<file path="src/rtl/ovl_rd_responder.sv">
// ============================================================================
// Module   : ovl_rd_responder
// Brief    : FIFO-backed responder for the four-phase rd/rd_ack handshake.
//            Optional macro OVL_RD_RESP_ERR_INJECT_EN adds err_inject, which
//            flips data[0] once per transaction to break window stability.
// Revision : 1.0 - initial release
// ============================================================================
`default_nettype none

module ovl_rd_responder #(
    parameter int WIDTH   = 4,
    parameter int DEPTH   = 4,
    parameter int ACK_LAT = 5
) (
    input  logic                       clk,
    input  logic                       reset,
    input  logic                       wr_en,
    input  logic [WIDTH-1:0]           wr_data,
    output logic                       full,
    output logic                       empty,
    output logic [$clog2(DEPTH):0]     count,
    input  logic                       rd,
    output logic                       rd_ack,
    output logic [WIDTH-1:0]           data,
    output logic                       underflow,
    output logic                       overflow,
    output logic                       aborted
`ifdef OVL_RD_RESP_ERR_INJECT_EN
    ,
    input  logic                       err_inject
`endif
);

    localparam int c_AW    = $clog2(DEPTH);
    localparam int c_CW    = c_AW + 1;
    localparam int c_LAT_W = $clog2(ACK_LAT + 1);

    typedef enum logic [1:0] {
        S_IDLE = 2'd0,
        S_WAIT = 2'd1,
        S_ACK  = 2'd2
    } state_t;

    logic [WIDTH-1:0]   r_mem [DEPTH];
    logic [c_AW-1:0]    r_wr_ptr;
    logic [c_AW-1:0]    r_rd_ptr;
    logic [c_CW-1:0]    r_count;
    logic               r_overflow;

    state_t             r_state;
    logic [c_LAT_W-1:0] r_lat_cnt;
    logic               r_rd_ack;
    logic [WIDTH-1:0]   r_data;
    logic               r_underflow;
    logic               r_aborted;

    logic               w_full;
    logic               w_empty;
    logic               w_pop;
    logic               w_push;

    assign w_full  = (r_count == c_CW'(DEPTH));
    assign w_empty = (r_count == '0);
    assign w_pop   = (r_state == S_IDLE) && rd && !w_empty;
    // A pop in the same cycle frees a slot, so a push into a full FIFO still lands.
    assign w_push  = wr_en && (!w_full || w_pop);

    always_ff @(posedge clk) begin
        if (w_push) begin
            r_mem[r_wr_ptr] <= wr_data;
        end
    end

    always_ff @(posedge clk or posedge reset) begin
        if (reset) begin
            r_wr_ptr   <= '0;
            r_rd_ptr   <= '0;
            r_count    <= '0;
            r_overflow <= 1'b0;
        end else begin
            r_overflow <= wr_en && !w_push;
            if (w_push) begin
                r_wr_ptr <= r_wr_ptr + 1'b1;
            end
            if (w_pop) begin
                r_rd_ptr <= r_rd_ptr + 1'b1;
            end
            if (w_push && !w_pop) begin
                r_count <= r_count + 1'b1;
            end else if (w_pop && !w_push) begin
                r_count <= r_count - 1'b1;
            end
        end
    end

`ifdef OVL_RD_RESP_ERR_INJECT_EN
    logic r_inj_done;
`endif

    always_ff @(posedge clk or posedge reset) begin
        if (reset) begin
            r_state     <= S_IDLE;
            r_lat_cnt   <= '0;
            r_rd_ack    <= 1'b0;
            r_data      <= '0;
            r_underflow <= 1'b0;
            r_aborted   <= 1'b0;
`ifdef OVL_RD_RESP_ERR_INJECT_EN
            r_inj_done  <= 1'b0;
`endif
        end else begin
            r_underflow <= 1'b0;
            r_aborted   <= 1'b0;
            case (r_state)
                S_IDLE: begin
                    if (rd) begin
                        if (w_empty) begin
                            r_underflow <= 1'b1;
                        end else begin
                            r_data <= r_mem[r_rd_ptr];
                        end
                        r_lat_cnt <= c_LAT_W'(ACK_LAT);
                        r_state   <= S_WAIT;
`ifdef OVL_RD_RESP_ERR_INJECT_EN
                        r_inj_done <= 1'b0;
`endif
                    end
                end
                S_WAIT: begin
                    if (!rd) begin
                        r_aborted <= 1'b1;
                        r_state   <= S_IDLE;
                    end else if (r_lat_cnt == c_LAT_W'(1)) begin
                        r_rd_ack <= 1'b1;
                        r_state  <= S_ACK;
                    end else begin
                        r_lat_cnt <= r_lat_cnt - 1'b1;
                    end
`ifdef OVL_RD_RESP_ERR_INJECT_EN
                    if (err_inject && !r_inj_done) begin
                        r_data[0]  <= ~r_data[0];
                        r_inj_done <= 1'b1;
                    end
`endif
                end
                S_ACK: begin
                    if (!rd) begin
                        r_rd_ack <= 1'b0;
                        r_state  <= S_IDLE;
                    end
                end
                default: begin
                    r_state  <= S_IDLE;
                    r_rd_ack <= 1'b0;
                end
            endcase
        end
    end

    assign full      = w_full;
    assign empty     = w_empty;
    assign count     = r_count;
    assign rd_ack    = r_rd_ack;
    assign data      = r_data;
    assign underflow = r_underflow;
    assign overflow  = r_overflow;
    assign aborted   = r_aborted;

endmodule

`default_nettype wire

</file>
<file path="config.mk">
export PLATFORM = sky130hd
export DESIGN_NAME = ovl_rd_responder
export DESIGN_NICKNAME = d
export VERILOG_FILES = /design/src/rtl/ovl_rd_responder.sv
export SDC_FILE = /design/constraint.sdc
export NUM_CORES = 1
export LEC_CHECK = 0
export CORE_MARGIN = 4
export CORE_UTILIZATION = 40
export CTS_CLUSTER_DIAMETER = 50
export DETAILED_ROUTE_END_ITERATION = 10
export SLEW_MARGIN = 20
export SYNTH_ARGS = -nofsm -noshare
export SYNTH_HDL_FRONTEND = slang
export SYNTH_SLANG_ARGS = --single-unit
</file>
<file path="constraint.sdc">
create_clock -name clk -period 3.2 [get_ports clk]
set_clock_uncertainty 0.05 [all_clocks]
set_input_delay 0.8 -clock clk [delete_from_list [all_inputs] [get_ports clk]]
set_output_delay 0.8 -clock clk [all_outputs]
set_load 0.02 [all_outputs]
</file>
-- After elaboration in Yosys (flattened, before gate mapping)
Memories as Yosys holds them, arrays and structs flattened. A register that Yosys moved wholly into a read port is not among the register bits.
Cells that the tools add are included.
- $add $sub $neg: 5
- equal/unequal tests: 10
- mux-type cells: 22
- bitwise operators: 2
- reduce and logical (&&, ||, !) cells: 19
- operator list (kind ; number):
    3-bit two-way mux ; 5
    1-bit two-way mux ; 10
    2-bit != test, second input constant ; 5
    2-bit two-way mux ; 4
    4-bit AND reduction ; 2
    1-bit logical AND ; 6
    2-bit one-hot mux with 3 select lines ; 1
    3-bit one-hot mux with 2 select lines ; 1
    3-bit AND reduction ; 2
    3-bit by 1-bit subtractor with 3-bit output, second input constant ; 2
    2-bit by 1-bit adder with 2-bit output, second input constant ; 2
    1-bit zero test ; 4
    2-bit nonzero test ; 2
    3-bit by 1-bit adder with 3-bit output, second input constant ; 1
    3-bit by 1-bit equality test with 1-bit output, second input constant ; 1
    3-bit equality test, second input constant ; 1
    3-bit zero test ; 1
    3-bit != test, second input constant ; 1
    1-bit one-hot mux with 3 select lines ; 1
    2-bit by 1-bit equality test with 1-bit output, second input constant ; 1
    2-bit equality test, second input constant ; 1
    2-bit zero test ; 1
    1-bit NOT ; 2
    1-bit logical OR ; 1
- register bits after elaboration: 16
- RAM bits: 16
- bits of input ports: 8
- output and inout bits: 13
- logic and storage cells: 68
- memories: 1
- memory list (name ; words ; bits a word ; read ports ; clocked after Yosys merged registers in ; wr ports ; line ; text):
    r_mem ; 4 ; 4 ; 1 ; 1 ; 1 ; 44 ; logic [WIDTH-1:0] r_mem [DEPTH];

-- Logic depth before layout (Yosys ltp)
Gate-level depths: netlist of run 1.
- depth in word-level cells: 9
- gate-level depth with buffers: 11
- gate-level depth less buffers: 9

-- Least setup slack after synthesis of run 1
No wires, ideal clock.
- path kind: input port to flip-flop
- from: in rd
- to: reg r_count[1] (netlist: count[1])
- setup time: 125 ps
- arrival time: 2271 ps
- setup slack: 754 ps
- stages on the path: 8
- path buffers: 1
- path through: nor3b_4 > and2_4 > buf_6 > inv_1 > ha_1 > inv_1 > fa_1 > mux2_2
- cells in the longest elaborated chain, start to end: 7
- RTL lines (element ; line ; text):
    start, declared ; 22 ; input logic rd,
    1-bit logical AND (*) (2 in series) ; 64 ; assign w_pop = (r_state == S_IDLE) && rd && !w_empty;
    1-bit logical OR ; 66 ; assign w_push = wr_en && (!w_full || w_pop);
    1-bit logical AND ; 66 ;
    1-bit zero test ; 90 ; end else if (w_pop && !w_push) begin
    1-bit logical AND ; 90 ;
    2-bit nonzero test (no source line) ; - ;
    end signal, assigned ; 89 ; r_count <= r_count + 1'b1;
    end signal, assigned ; 91 ; r_count <= r_count - 1'b1;
    end, declared ; 47 ; logic [c_CW-1:0] r_count;
Every way passes the cells marked *; elsewhere a longest branch is shown, timed or not.
A chain may end at the register's enable or synchronous reset.

-- Worst setup path in the final report of run 1
- from: in rd
- to: reg r_count[2] (netlist: count[2])
- cells in the longest elaborated chain, start to end: 7
- RTL lines (element ; line ; text):
    1-bit logical AND (*) (2 in series) ; 64 ;
    1-bit logical OR (*) ; 66 ;
    1-bit logical AND (*) ; 66 ;
    net w_push ; 60 ; logic w_push;
    1-bit zero test ; 90 ;
    1-bit logical AND ; 90 ;
    2-bit nonzero test (no source line) ; - ;
The timed path passes the listed nets; every way through them passes the cells marked *.

==> metrics.md, run 1 <==
| Metric | Value |
|---|---|
| Arrival @ worst endpoint | `2900 ps` |
| Critical path peak fanout | `7` |
| Cts hold-fix bufs | `0` |
| Synth Warn # | `0` |
| Post-route cell area | `1956 um^2` |
| Met3 wire len | `130 um` |
| Final Max Slew Viols | `0` |
| Post-synth EDFFs | `16` |
| Avg Inst Size Synth | `15.57 um^2` |
| IO buf count | `20` |
| R2r startpoint | `r_state[0]` |
| Sw Pwr | `576.2 uW` |
| Sequential share of the synthesized area | `60.59%` |
| Part of the power in registers | `43.3%` |
| Max Cap Violations | `0` |
| Global route overflow | `0` |
| Nets | `146` |
| Yosys cell types | `35` |
| Final Power | `1.757 mW` |
| Delay-heaviest family, CP | `adder cells` |
| WP buf/inv | `2` |
| Hold_sp | `data[1]` |
| Period utilization | `85.61%` |
| FFs w/ async S/R, synth | `55.56%` |
| Setup Crit Path Kind | `primary input to flop` |
| Cell breakdown of the critical path | `clkdlybuf4s50_1, nor3b_4, o21a_4, ha_1, inv_1, fa_1, xor2_1, nor2_1, xor2_1` |
| Post-Syn Instances | `104` |
| H-Tree Depth | `2` |
| First drt pass iteration count | `3` |
| DR WL/cell | `14.21 um` |
| Top Metal Used | `met4` |
| Core ar. | `3799 um^2` |
| CTS tree | `built` |
| Final hold slack | `460.8 ps` |
| I/O pins | `21` |
| ANT cells | `0` |
| Initial core utilization | `42.62%` |
| DP Area | `1874 um^2` |
| ANT nets after route | `0` |
| Iter 0 DRT Violations | `40` |
| Via count | `866` |
| Top cell type by total area after synthesis | `dfrtp_1` |
| Setup repair bufs after CTS | `0` |
| First-pass GRT wire length | `4491 um` |
| Area delta synth->final | `20.79%` |
| Unrepaired setup endpoints after global routing | `no` |
| Switching Fraction | `32.80%` |
| Top-count cell post-synth | `dfrtp_1` |
| Final setup fails | `0` |
| GP Congestion | `0.8086` |
| Worst vdd ir | `367.8 uV` |
| Die X | `71.62 um` |
| Fillers | `320` |
| FP Rows | `22` |
| Min Tclk post-route | `2739 ps` |
| Mapped Area | `1619 um^2` |
| Gr usage total | `11.90%` |
| Routed metal-1 wire length | `1145 um` |
| F_max | `365.0 MHz` |
| Power per cell area | `898.2 nW/um^2` |
| Pint | `1.180 mW` |
| Clock share of power | `17.3%` |
| Pin count of the biggest net entering global routing | `21` |
| Root Buffer | `clkbuf_8` |
| Slew headroom | `46.39%` |
| Slowest cell on crit path | `clkdlybuf4s50_1` |
| Clock-pin transition on the worst setup and hold timing paths | `70 ps` |
| Status | `finished clean` |
| Critical Path RT | `3360 ps` |
| Post_cts resized | `0` |
| CP max stage delay | `500 ps` |
| Die Ht | `71.62 um` |
| Largest cells by area after synthesis | `dfrtp_1 31%, edfxtp_1 30%, mux4_2 5.6%` |
| DR vias/cell | `4.838` |
| Vias in the first global route | `976` |
| CTS Buffer Depth | `2` |
| Area share of the largest cell type after synthesis | `30.91%` |
| Worst slew pin tran | `803.3 ps` |
| Met2 WL post-DR | `1206 um` |
| CP Capture Type | `flop` |
| Hold WC Path Type | `flop to flop` |
| Clock sinks | `36` |
| Routed WL | `2543 um` |
| Worst-Skew Late Latency | `280 ps` |
| DP HPWL | `1839 um` |
| Drt drc | `0` |
| CP Launch Type | `primary input` |
| Yosys reg bits | `36` |
| Syn nets | `120` |
| Sum of negative setup slack | `0 ps` |
| Crit-path most repeated cell | `xor2_1` |
| Crit path from | `rd` |
| Lkg Pwr | `0.8110 nW` |
| Comb pwr share | `39.3%` |
| Commonest cells in the netlist | `20 x dfrtp_1, 16 x edfxtp_1, 11 x inv_1` |
| Dominant synthesized flop cell | `dfrtp_1` |
| Initial antenna violation count | `0` |
| Die area | `5129 um^2` |
| Hold Violations, Final | `0` |
| Share of layout cells above drive strength 1 | `22.14%` |
| CTS Buf Count | `5` |
[area by class of cell]
class                      count  area [um^2]  area share, %
clock buffer                   7        76.32          3.903
clock inverter                 1        5.005         0.2559
inverter                      11        41.29          2.111
multi-input combinational     54        576.8          29.49
sequential                    36        980.9          50.16
tap                           48        60.06          3.071
timing repair buffer          22        215.2          11.00
[routing by layer]
layer  GRT usage, %  vias to the layer above
li1               -                      408
met3          4.909                        7
met5              0                        -
met1          13.37                      431
met2          19.29                       20
met4          6.263                        0
[power groups by stage]
| stage | sequential (mW) | clock (mW) | combinational, mW |
|---|---|---|---|
| floorplan | 0.796 | 0 | 0.436 |
| global placement | 0.765 | 0 | 0.681 |
| detailed placement | 0.776 | 0 | 0.700 |
| CTS | 0.769 | 0.316 | 0.706 |
| global route | 0.790 | 0.338 | 0.756 |
| finish | 0.761 | 0.305 | 0.691 |
[cells by family after synthesis]
| family | share of synthesized area (%) |
|---|---|
| fa+ha+maj | 6.646 |
| simple gates | 9.815 |
| xor+xnor | 3.246 |
| buf+inv | 3.786 |
| flops | 60.59 |
| compound gates | 3.710 |
| mux | 12.21 |
[placed cells by master, fill, tap and decap left out, types with 2 or more instances in the layout]
cell type / instances
and2_2: 4
buf_4: 2
clkbuf_1: 2
clkbuf_8: 5
clkdlybuf4s50_1: 20
dfrtp_1: 20
edfxtp_1: 16
ha_1: 7
inv_1: 11
mux2_2: 2
mux2_4: 5
mux4_2: 4
nand2_1: 2
nor2b_1: 3
nor3b_1: 2
xnor2_1: 3
xor2_1: 3
[worst register-to-register path: stages, from the launching register on]
cell     delay, ps
dfrtp_1        490
nor3b_4        360
o21a_4         230
ha_1           190
inv_1           60
fa_1           380
xor2_1         150
nor2_1         120
xor2_1         160
[flip-flops by register name, summed over array words and instances (netlist names), 2 cells and up]
register and flops:
count 3, r_state 2, r_lat_cnt 3, r_mem 16
r_wr_ptr 2, data 4, r_rd_ptr 2
[final timing paths]
path                            cells after the start  slack [ps]           to
worst max-delay path                                9         460     count[2]
worst max register to register                      8         940     count[2]
worst min register to register                      1         460      data[1]
max in group asynchronous                           2        1680  r_wr_ptr[1]
min in group asynchronous                           2         920      data[0]
worst min-delay path                                1         460      data[1]
[per-stage QoR]
| step | setup slack (ps) | instances | utilization, % |
|---|---|---|---|
| 3_3_place_gp | 237.8 | 171 | 49.34 |
| 3_5_place_dp | 152.1 | 171 | 49.34 |
| 5_1_grt | 358.2 | 179 | 51.48 |
| 6_report | 460.5 | 179 | 51.48 |
| 4_1_cts | 442.9 | 179 | 51.48 |
| 2_1_floorplan | 753.8 | 104 | - |
Note: power is estimated with default switching activity, not from simulation.
==> run 2: changes to the inputs <==
--- a/config.mk
+++ b/config.mk
@@ -5,10 +5,14 @@
 export SDC_FILE = /design/constraint.sdc
 export NUM_CORES = 1
 export LEC_CHECK = 0
+export ABC_AREA = 1
+export CELL_PAD_IN_SITES_DETAIL_PLACEMENT = 0
+export CELL_PAD_IN_SITES_GLOBAL_PLACEMENT = 1
 export CORE_MARGIN = 4
 export CORE_UTILIZATION = 40
 export CTS_CLUSTER_DIAMETER = 50
 export DETAILED_ROUTE_END_ITERATION = 10
+export PLACE_DENSITY_LB_ADDON = 0.1
 export SLEW_MARGIN = 20
 export SYNTH_ARGS = -nofsm -noshare
 export SYNTH_HDL_FRONTEND = slang
==> run 2 against run 1 <==
Utilization down 0.76 points. Clock power up 30%. Register-to-register slack better by 280 ps. Hold slack worse by 30 ps. Flip-flop and latch count unchanged. First-iteration DRC count down 18%. Cell count up 41%. Synthesized cell count up 69%. Final area up 5.2%.
==> metrics.md, run 2 <==
| Metric | Value |
|---|---|
| Avg Inst Size Synth | `9.661 um^2 (-38%)` |
| Arrival @ worst endpoint | `2750 ps (-150 ps)` |
| Initial core utilization | `41.91% (-0.72 points)` |
| ANT nets after route | `0 (unchanged)` |
| F_max | `380.6 MHz (+4.3%)` |
| Largest cells by area after synthesis | `dfrtp_1 29%, edfxtp_1 28%, nand2_1 9.7%` |
| Hold Violations, Final | `0 (unchanged)` |
| Clock-pin transition on the worst setup and hold timing paths | `70 ps (about the same)` |
| DP HPWL | `2180 um (+19%)` |
| Nets | `217 (+49%)` |
| Sequential share of the synthesized area | `57.69% (-2.9 points)` |
| Top cell type by total area after synthesis | `dfrtp_1` |
| Fillers | `352 (+10%)` |
| Worst vdd ir | `571.1 uV (+55%)` |
| Sum of negative setup slack | `0 ps (unchanged)` |
| Setup repair bufs after CTS | `0 (unchanged)` |
| Dominant synthesized flop cell | `dfrtp_1` |
| Mapped Area | `1700 um^2 (+5.0%)` |
| Most frequent cells in the layout | `44 x nand2_1, 29 x inv_1, 20 x dfrtp_1, 20 x clkdlybuf4s50_1, 16 x edfxtp_1` |
| Area share of the largest cell type after synthesis | `29.43% (-1.5 points)` |
| Power per cell area | `932.1 nW/um^2 (+3.8%)` |
| Comb pwr share | `40.0% (+0.7 points)` |
| Sw Pwr | `733.9 uW (+27%)` |
| CP Launch Type | `primary input` |
| Yosys reg bits | `36 (unchanged)` |
| Synth Warn # | `0 (unchanged)` |
| CP max stage delay | `560 ps (+60 ps)` |
| Top-count cell post-synth | `nand2_1` |
| Final Max Slew Viols | `0 (unchanged)` |
| Routed WL | `2934 um (+15%)` |
| Clock share of power | `20.6% (+3.3 points)` |
| Max Cap Violations | `0 (unchanged)` |
| Yosys cell types | `23 (-34%)` |
| Worst slew pin tran | `780.2 ps (-23.07 ps)` |
| CP Capture Type | `flop` |
| FP Rows | `23 (+4.5%)` |
| Slowest cell on crit path | `clkdlybuf4s50_1` |
| Global route overflow | `0 (unchanged)` |
| DP Area | `1947 um^2 (+3.9%)` |
| CTS Buffer Depth | `2 (unchanged)` |
| Unrepaired setup endpoints after global routing | `no` |
| Initial antenna violation count | `0 (unchanged)` |
| Post_cts resized | `0 (unchanged)` |
| Adder-Cell Fraction of Synth Area | `6.328% (-0.32 points)` |
| First-pass GRT wire length | `5140 um (+14%)` |
| IO buf count | `20 (unchanged)` |
| ANT cells | `0 (unchanged)` |
| Syn nets | `192 (+60%)` |
| H-Tree Depth | `2 (unchanged)` |
| Critical Path RT | `3320 ps (-40 ps)` |
| Post-synthesis mux area share | `0% (-12 points)` |
| Switching Fraction | `38.25% (+5.5 points)` |
| GP Congestion | `0.8150 (+0.79%)` |
| Gr usage total | `12.58% (+0.68 points)` |
| Simple-gate area share of the yosys netlist | `22.22% (+12 points)` |
| Drt drc | `0 (unchanged)` |
| Final setup fails | `0 (unchanged)` |
| Commonest cells in the netlist | `44 x nand2_1, 29 x inv_1, 20 x dfrtp_1` |
| Cts hold-fix bufs | `0 (unchanged)` |
| WP buf/inv | `4 (+2)` |
| Clock sinks | `36 (unchanged)` |
| Status | `finished clean` |
| Largest Register | `r_mem` |
| FFs w/ async S/R, synth | `55.56% (unchanged)` |
| Post-Synth XOR/XNOR Area | `2.060% (-1.2 points)` |
| Pin count of the biggest net entering global routing | `21 (unchanged)` |
| Area delta synth->final | `21.04%` |
| Max FFs per register | `16 (unchanged)` |
| Share of layout cells above drive strength 1 | `12.38% (-9.8 points)` |
| Period utilization | `82.11% (-3.5 points)` |
| First drt pass iteration count | `4 (+1)` |
| Post-Syn Instances | `176 (+69%)` |
| Part of the power in registers | `39.4% (-3.9 points)` |
| Iter 0 DRT Violations | `33 (-18%)` |
| Slew headroom | `47.93% (+1.5 points)` |
| DR vias/cell | `4.417 (-8.7%)` |
| Commonest non-fill, non-tap cell in the layout | `nand2_1` |
| Hold WC Path Type | `flop to flop` |
| Vias in the first global route | `1134 (+16%)` |
| Main combinational cell family by area after synthesis | `simple AND/OR/NAND/NOR gates` |
| Setup Crit Path Kind | `primary input to flop` |
| CTS Buf Count | `5 (unchanged)` |
| Pint | `1.185 mW (+0.36%)` |
| Die area | `5358 um^2 (+4.5%)` |
| Post-synth EDFFs | `16 (unchanged)` |
| Cell breakdown of the critical path | `clkdlybuf4s50_1, inv_2, nor2_4, nand2_2, nand2_4, nand2_4, inv_1, ha_1, inv_1, fa_1, nand2_1, nand3_1, xor2_1` |
| DR WL/cell | `11.64 um (-18%)` |
| Lkg Pwr | `0.9726 nW (+20%)` |
| Core ar. | `4058 um^2 (+6.8%)` |
| I/O pins | `21 (unchanged)` |
| Die Ht | `73.20 um (+2.2%)` |
| CTS tree | `built` |
| Die X | `73.20 um (+2.2%)` |
| Synth Area in Compound Gates | `3.091% (-0.62 points)` |
| Critical path peak fanout | `7 (unchanged)` |
| Worst-Skew Late Latency | `280 ps (about the same)` |
| Min Tclk post-route | `2628 ps (-112.0 ps)` |
| Post-route cell area | `2058 um^2 (+5.2%)` |
| Root Buffer | `clkbuf_8` |
| Delay-heaviest family, CP | `buffers and inverters` |
| Via count | `1113 (+29%)` |
## run 2: cell types whose count changed in the layout (fill, tap and decap cells not counted), moves of 4 or more
cell	previous run	this run
nand2_1	2	44
inv_2	0	4
mux4_2	4	0
mux2_4	5	0
or2_1	0	4
nor2_1	1	14
nor2_2	0	6
and2_2	4	0
nand3_1	1	8
inv_1	11	29
## run 2: final cells by class
type | instances | area [um^2] | area share [%]
clock inverters | 3 | 42.54 | 2.067
clock buffers | 5 | 68.82 | 3.343
well taps | 50 | 62.56 | 3.040
multi-input cells | 104 | 573.1 | 27.84
flip-flops and latches | 36 | 980.9 | 47.66
inverters | 34 | 130.1 | 6.322
repair buffers | 20 | 200.2 | 9.726
## run 2: power by group through the flow
| stage | clock, mW | combinational (mW) | sequential [mW] |
|---|---|---|---|
| after global routing | 0.432 | 0.880 | 0.777 |
| after CTS | 0.407 | 0.775 | 0.760 |
| after detailed placement | 0 | 0.768 | 0.769 |
| after global placement | 0 | 0.759 | 0.763 |
| final | 0.395 | 0.767 | 0.757 |
| after floorplan | 0 | 0.503 | 0.782 |
## run 2: stage by stage
stage                     util [%]  setup slack [ps]  instances  hold WS (ps)  power (mW)
after floorplan                  -             993.8        176         442.3       1.284
after global placement       47.98             338.6        244         413.2       1.522
after detailed placement     47.98             285.7        244         418.0       1.537
after CTS                    50.72             580.9        252         437.9       1.942
after global routing         50.72             399.0        252         451.9       2.089
final                        50.72             572.5        252         431.1       1.919
## run 2: worst paths after layout
path	start	endpoint	slack, ps	cells past startpoint
max in group asynchronous	reset	r_rd_ptr[0]	1700	2
worst max register to register	count[0]	count[1]	1220	11
worst min register to register	data[2]	data[2]	430	2
worst max-delay path	rd	count[2]	570	13
worst min-delay path	data[2]	data[2]	430	2
min in group asynchronous	reset	r_wr_ptr[0]	910	2
## run 2: cell families (layout without fill, tap and decap cells)
kind of cell	count (synthesis)	after routing
flops	36	36
simple gates	82	82
fa+ha+maj	8	8
buf+inv	36	62
xor+xnor	4	4
compound gates	10	10
## run 2: layer usage
| layer | vias up | global-route usage (%) | part of all wire (%) | wire [um] |
|---|---|---|---|---|
| li1 | 584 | - | - | - |
| met1 | 502 | 16.97 | 50 | 1469 |
| met2 | 25 | 19.36 | 46 | 1335 |
| met3 | 2 | 4.683 | 4.2 | 122 |
| met4 | 0 | 2.664 | 0.20 | 6 |
| met5 | - | 0 | 0 | 0 |
## run 2: worst reg2reg max path, cell delays in order, from the launching register on
cell,delay (ps)
dfrtp_1,440
inv_1,90
nand2_1,60
nor2_2,160
nand2_4,90
nand2_4,110
inv_1,50
ha_1,180
inv_1,80
fa_1,410
nand2_1,70
o21ai_0,60
==> run 3: changes to the inputs <==
==> constraint.sdc (replaced) <==
create_clock -name clk -period 2.6 [get_ports clk]
set_clock_uncertainty 0.05 [all_clocks]
set_input_delay 0.65 -clock clk [delete_from_list [all_inputs] [get_ports clk]]
set_output_delay 0.65 -clock clk [all_outputs]
set_load 0.02 [all_outputs]
==> run 3 against run 2 <==
Cell count grew 1.6%. Setup slack lost 370 ps. Final area is essentially flat. Largest power group unchanged. Combinational power grew 26%. Sequential share of layout area is essentially flat. Largest cell class unchanged. Total power grew 18%. Critical path type is now flop to primary output. Via count grew 5.0%. Hold slack lost 2.3 ps. Clock power shrank 5.1%. Global-route usage grew 0.15 points.
==> metrics.md, run 3 (synthesis results as in run 2) <==
| Metric | Value |
|---|---|
| Final Max Slew Viols | `0 (unchanged)` |
| Global route overflow | `0 (unchanged)` |
| DP Area | `1977 um^2 (+1.5%)` |
| Setup Crit Path Kind | `flop to primary output` |
| Max FFs per register | `16 (unchanged)` |
| Clock sinks | `36 (unchanged)` |
| WP buf/inv | `3 (-1)` |
| Status | `finished clean` |
| Power per cell area | `1099 nW/um^2 (+18%)` |
| Die area | `5358 um^2 (unchanged)` |
| Worst reg2reg endpoint | `count[1]` |
| Lkg Pwr | `0.9820 nW (+0.97%)` |
| Hold Violations, Final | `0 (unchanged)` |
| Via count | `1169 (+5.0%)` |
| Period utilization | `92.28%` |
| I/O pins | `21 (unchanged)` |
| Sum of negative setup slack | `0 ps (unchanged)` |
| DR vias/cell | `4.566 (+3.4%)` |
| Final Power | `2.263 mW (+18%)` |
| Fillers | `381 (+8.2%)` |
| Hold WC Path Type | `flop to flop` |
| Iter 0 DRT Violations | `20 (-39%)` |
| Vias in the first global route | `1131 (-0.26%)` |
| CP max stage delay | `600 ps (+40 ps)` |
| Area delta synth->final | `21.12% (about the same)` |
| CTS Buf Count | `5 (unchanged)` |
| Pre-CTS setup slack | `-18.87 ps (-304.6 ps)` |
| Most frequent cells in the layout | `44 x nand2_1, 29 x inv_1, 20 x dfrtp_1, 20 x clkdlybuf4s50_1, 16 x edfxtp_1` |
| Hold endpoint | `data[3]` |
| R2R setup slack | `640 ps (-580 ps)` |
| Critical path peak fanout | `3 (-4)` |
| ANT nets after route | `0 (unchanged)` |
| Root Buffer | `clkbuf_8` |
| DP HPWL | `2276 um (+4.4%)` |
| Clock-pin transition on the worst setup and hold timing paths | `70 ps (about the same)` |
| Crit-path most repeated cell | `inv_1` |
| Max Cap Violations | `0 (unchanged)` |
| Pin count of the biggest net entering global routing | `21 (unchanged)` |
| CP Capture Type | `primary output` |
| IO buf count | `20 (unchanged)` |
| FP Rows | `23 (unchanged)` |
| Gr usage total | `12.74% (+0.15 points)` |
| Post_cts resized | `0 (unchanged)` |
| Die Ht | `73.20 um (unchanged)` |
| Largest Register | `r_mem` |
| F_max | `416.8 MHz` |
| Share of layout cells above drive strength 1 | `13.59% (+1.2 points)` |
| Final setup fails | `0 (unchanged)` |
| CTS Buffer Depth | `2 (unchanged)` |
| Unrepaired setup endpoints after global routing | `no` |
| Setup repair bufs after CTS | `0 (unchanged)` |
| Die X | `73.20 um (unchanged)` |
| Worst vdd ir | `524.9 uV (-8.1%)` |
| Post-route cell area | `2059 um^2 (about the same)` |
| Cell breakdown of the critical path | `inv_1, nand3_1, inv_1, clkdlybuf4s50_1` |
| Min Tclk post-route | `2399 ps` |
| Nets | `221 (+1.8%)` |
| R2R depth | `11 (unchanged)` |
| Hold_sp | `data[3]` |
| H-Tree Depth | `2 (unchanged)` |
| Initial core utilization | `41.91% (unchanged)` |
| Routed WL | `3022 um (+3.0%)` |
| Worst-Skew Late Latency | `290 ps (about the same)` |
| First drt pass iteration count | `4 (unchanged)` |
| Slew headroom | `48.92% (+0.99 points)` |
| Hold depth | `2 (unchanged)` |
| First-pass GRT wire length | `5057 um (-1.6%)` |
| ANT cells | `0 (unchanged)` |
| CTS tree | `built` |
| Delay-heaviest family, CP | `buffers and inverters` |
| Core ar. | `4058 um^2 (unchanged)` |
| Commonest non-fill, non-tap cell in the layout | `nand2_1` |
| Critical Path RT | `1900 ps (-1420 ps)` |
| Slowest cell on crit path | `clkdlybuf4s50_1` |
| Cts hold-fix bufs | `0 (unchanged)` |
| Worst Setup Slack, final | `200.7 ps (-371.8 ps)` |
| GP Congestion | `0.8369 (+2.7%)` |
| CP Launch Type | `flop` |
| Arrival @ worst endpoint | `1700 ps (-1050 ps)` |
| R2r startpoint | `count[1]` |
| Worst slew pin tran | `765.4 ps (-14.82 ps)` |
| Initial antenna violation count | `0 (unchanged)` |
| DR WL/cell | `11.80 um (+1.4%)` |
| Drt drc | `0 (unchanged)` |
run 3: cell types whose count changed in the layout (fill, tap and decap cells not counted), sizes merged:
| cell | previous run | this run |
|---|---|---|
| clkinvlp | 1 | 0 |
| clkinv | 1 | 3 |
| buf | 0 | 4 |
| bufinv | 1 | 0 |
run 3: per-layer routing:
layer / up-vias / global-route usage (%) / share of wire (%)
met5: - / 0 / 0
met4: 0 / 4.918 / 1.8
met3: 5 / 5.510 / 4.8
met2: 22 / 19.86 / 48
met1: 550 / 15.51 / 46
li1: 592 / - / -
run 3: worst reg2reg max path, cell delays in order, from the launching register on:
cell and delay (ps):
dfrtp_1 420, inv_1 100, nand2_1 70, nor2_2 160, nand2_4 80, nand2_4 60, inv_1 50, ha_1 180
inv_1 80, fa_1 430, nand2_1 80, o21ai_0 70
run 3: area by class of cell:
class	instances	area (um^2)	area share [%]
well taps	50	62.56	3.038
inverters	34	130.1	6.318
repair buffers	24	230.2	11.18
multi-input cells	104	573.1	27.82
flip-flops and latches	36	980.9	47.63
clock inverters	3	13.76	0.6683
clock buffers	5	68.82	3.341
run 3: worst max-delay path by stage:
stage	from	endpoint	slack, ps	cells past startpoint
after floorplan	count[0]	count[1]	500	11
after global placement	rd	count[2]	20	13
after detailed placement	rd	count[2]	-20	13
after CTS	count[1]	empty	160	4
after global routing	count[1]	empty	80	4
final	count[1]	empty	200	4
run 3: per-stage QoR:
stage | std cells | utilization [%] | hold WS, ps
2_1_floorplan | 176 | - | 442.3
3_3_place_gp | 248 | 48.72 | 412.3
3_5_place_dp | 248 | 48.72 | 415.0
4_1_cts | 256 | 50.76 | 433.9
5_1_grt | 256 | 50.76 | 450.6
6_report | 256 | 50.76 | 428.7
run 3: power breakdown:
group / switching [mW] / leakage, nW / internal, mW
clock: 0.194 / 0.0453 / 0.182
combinational: 0.548 / 0.542 / 0.414
sequential: 0.145 / 0.395 / 0.780
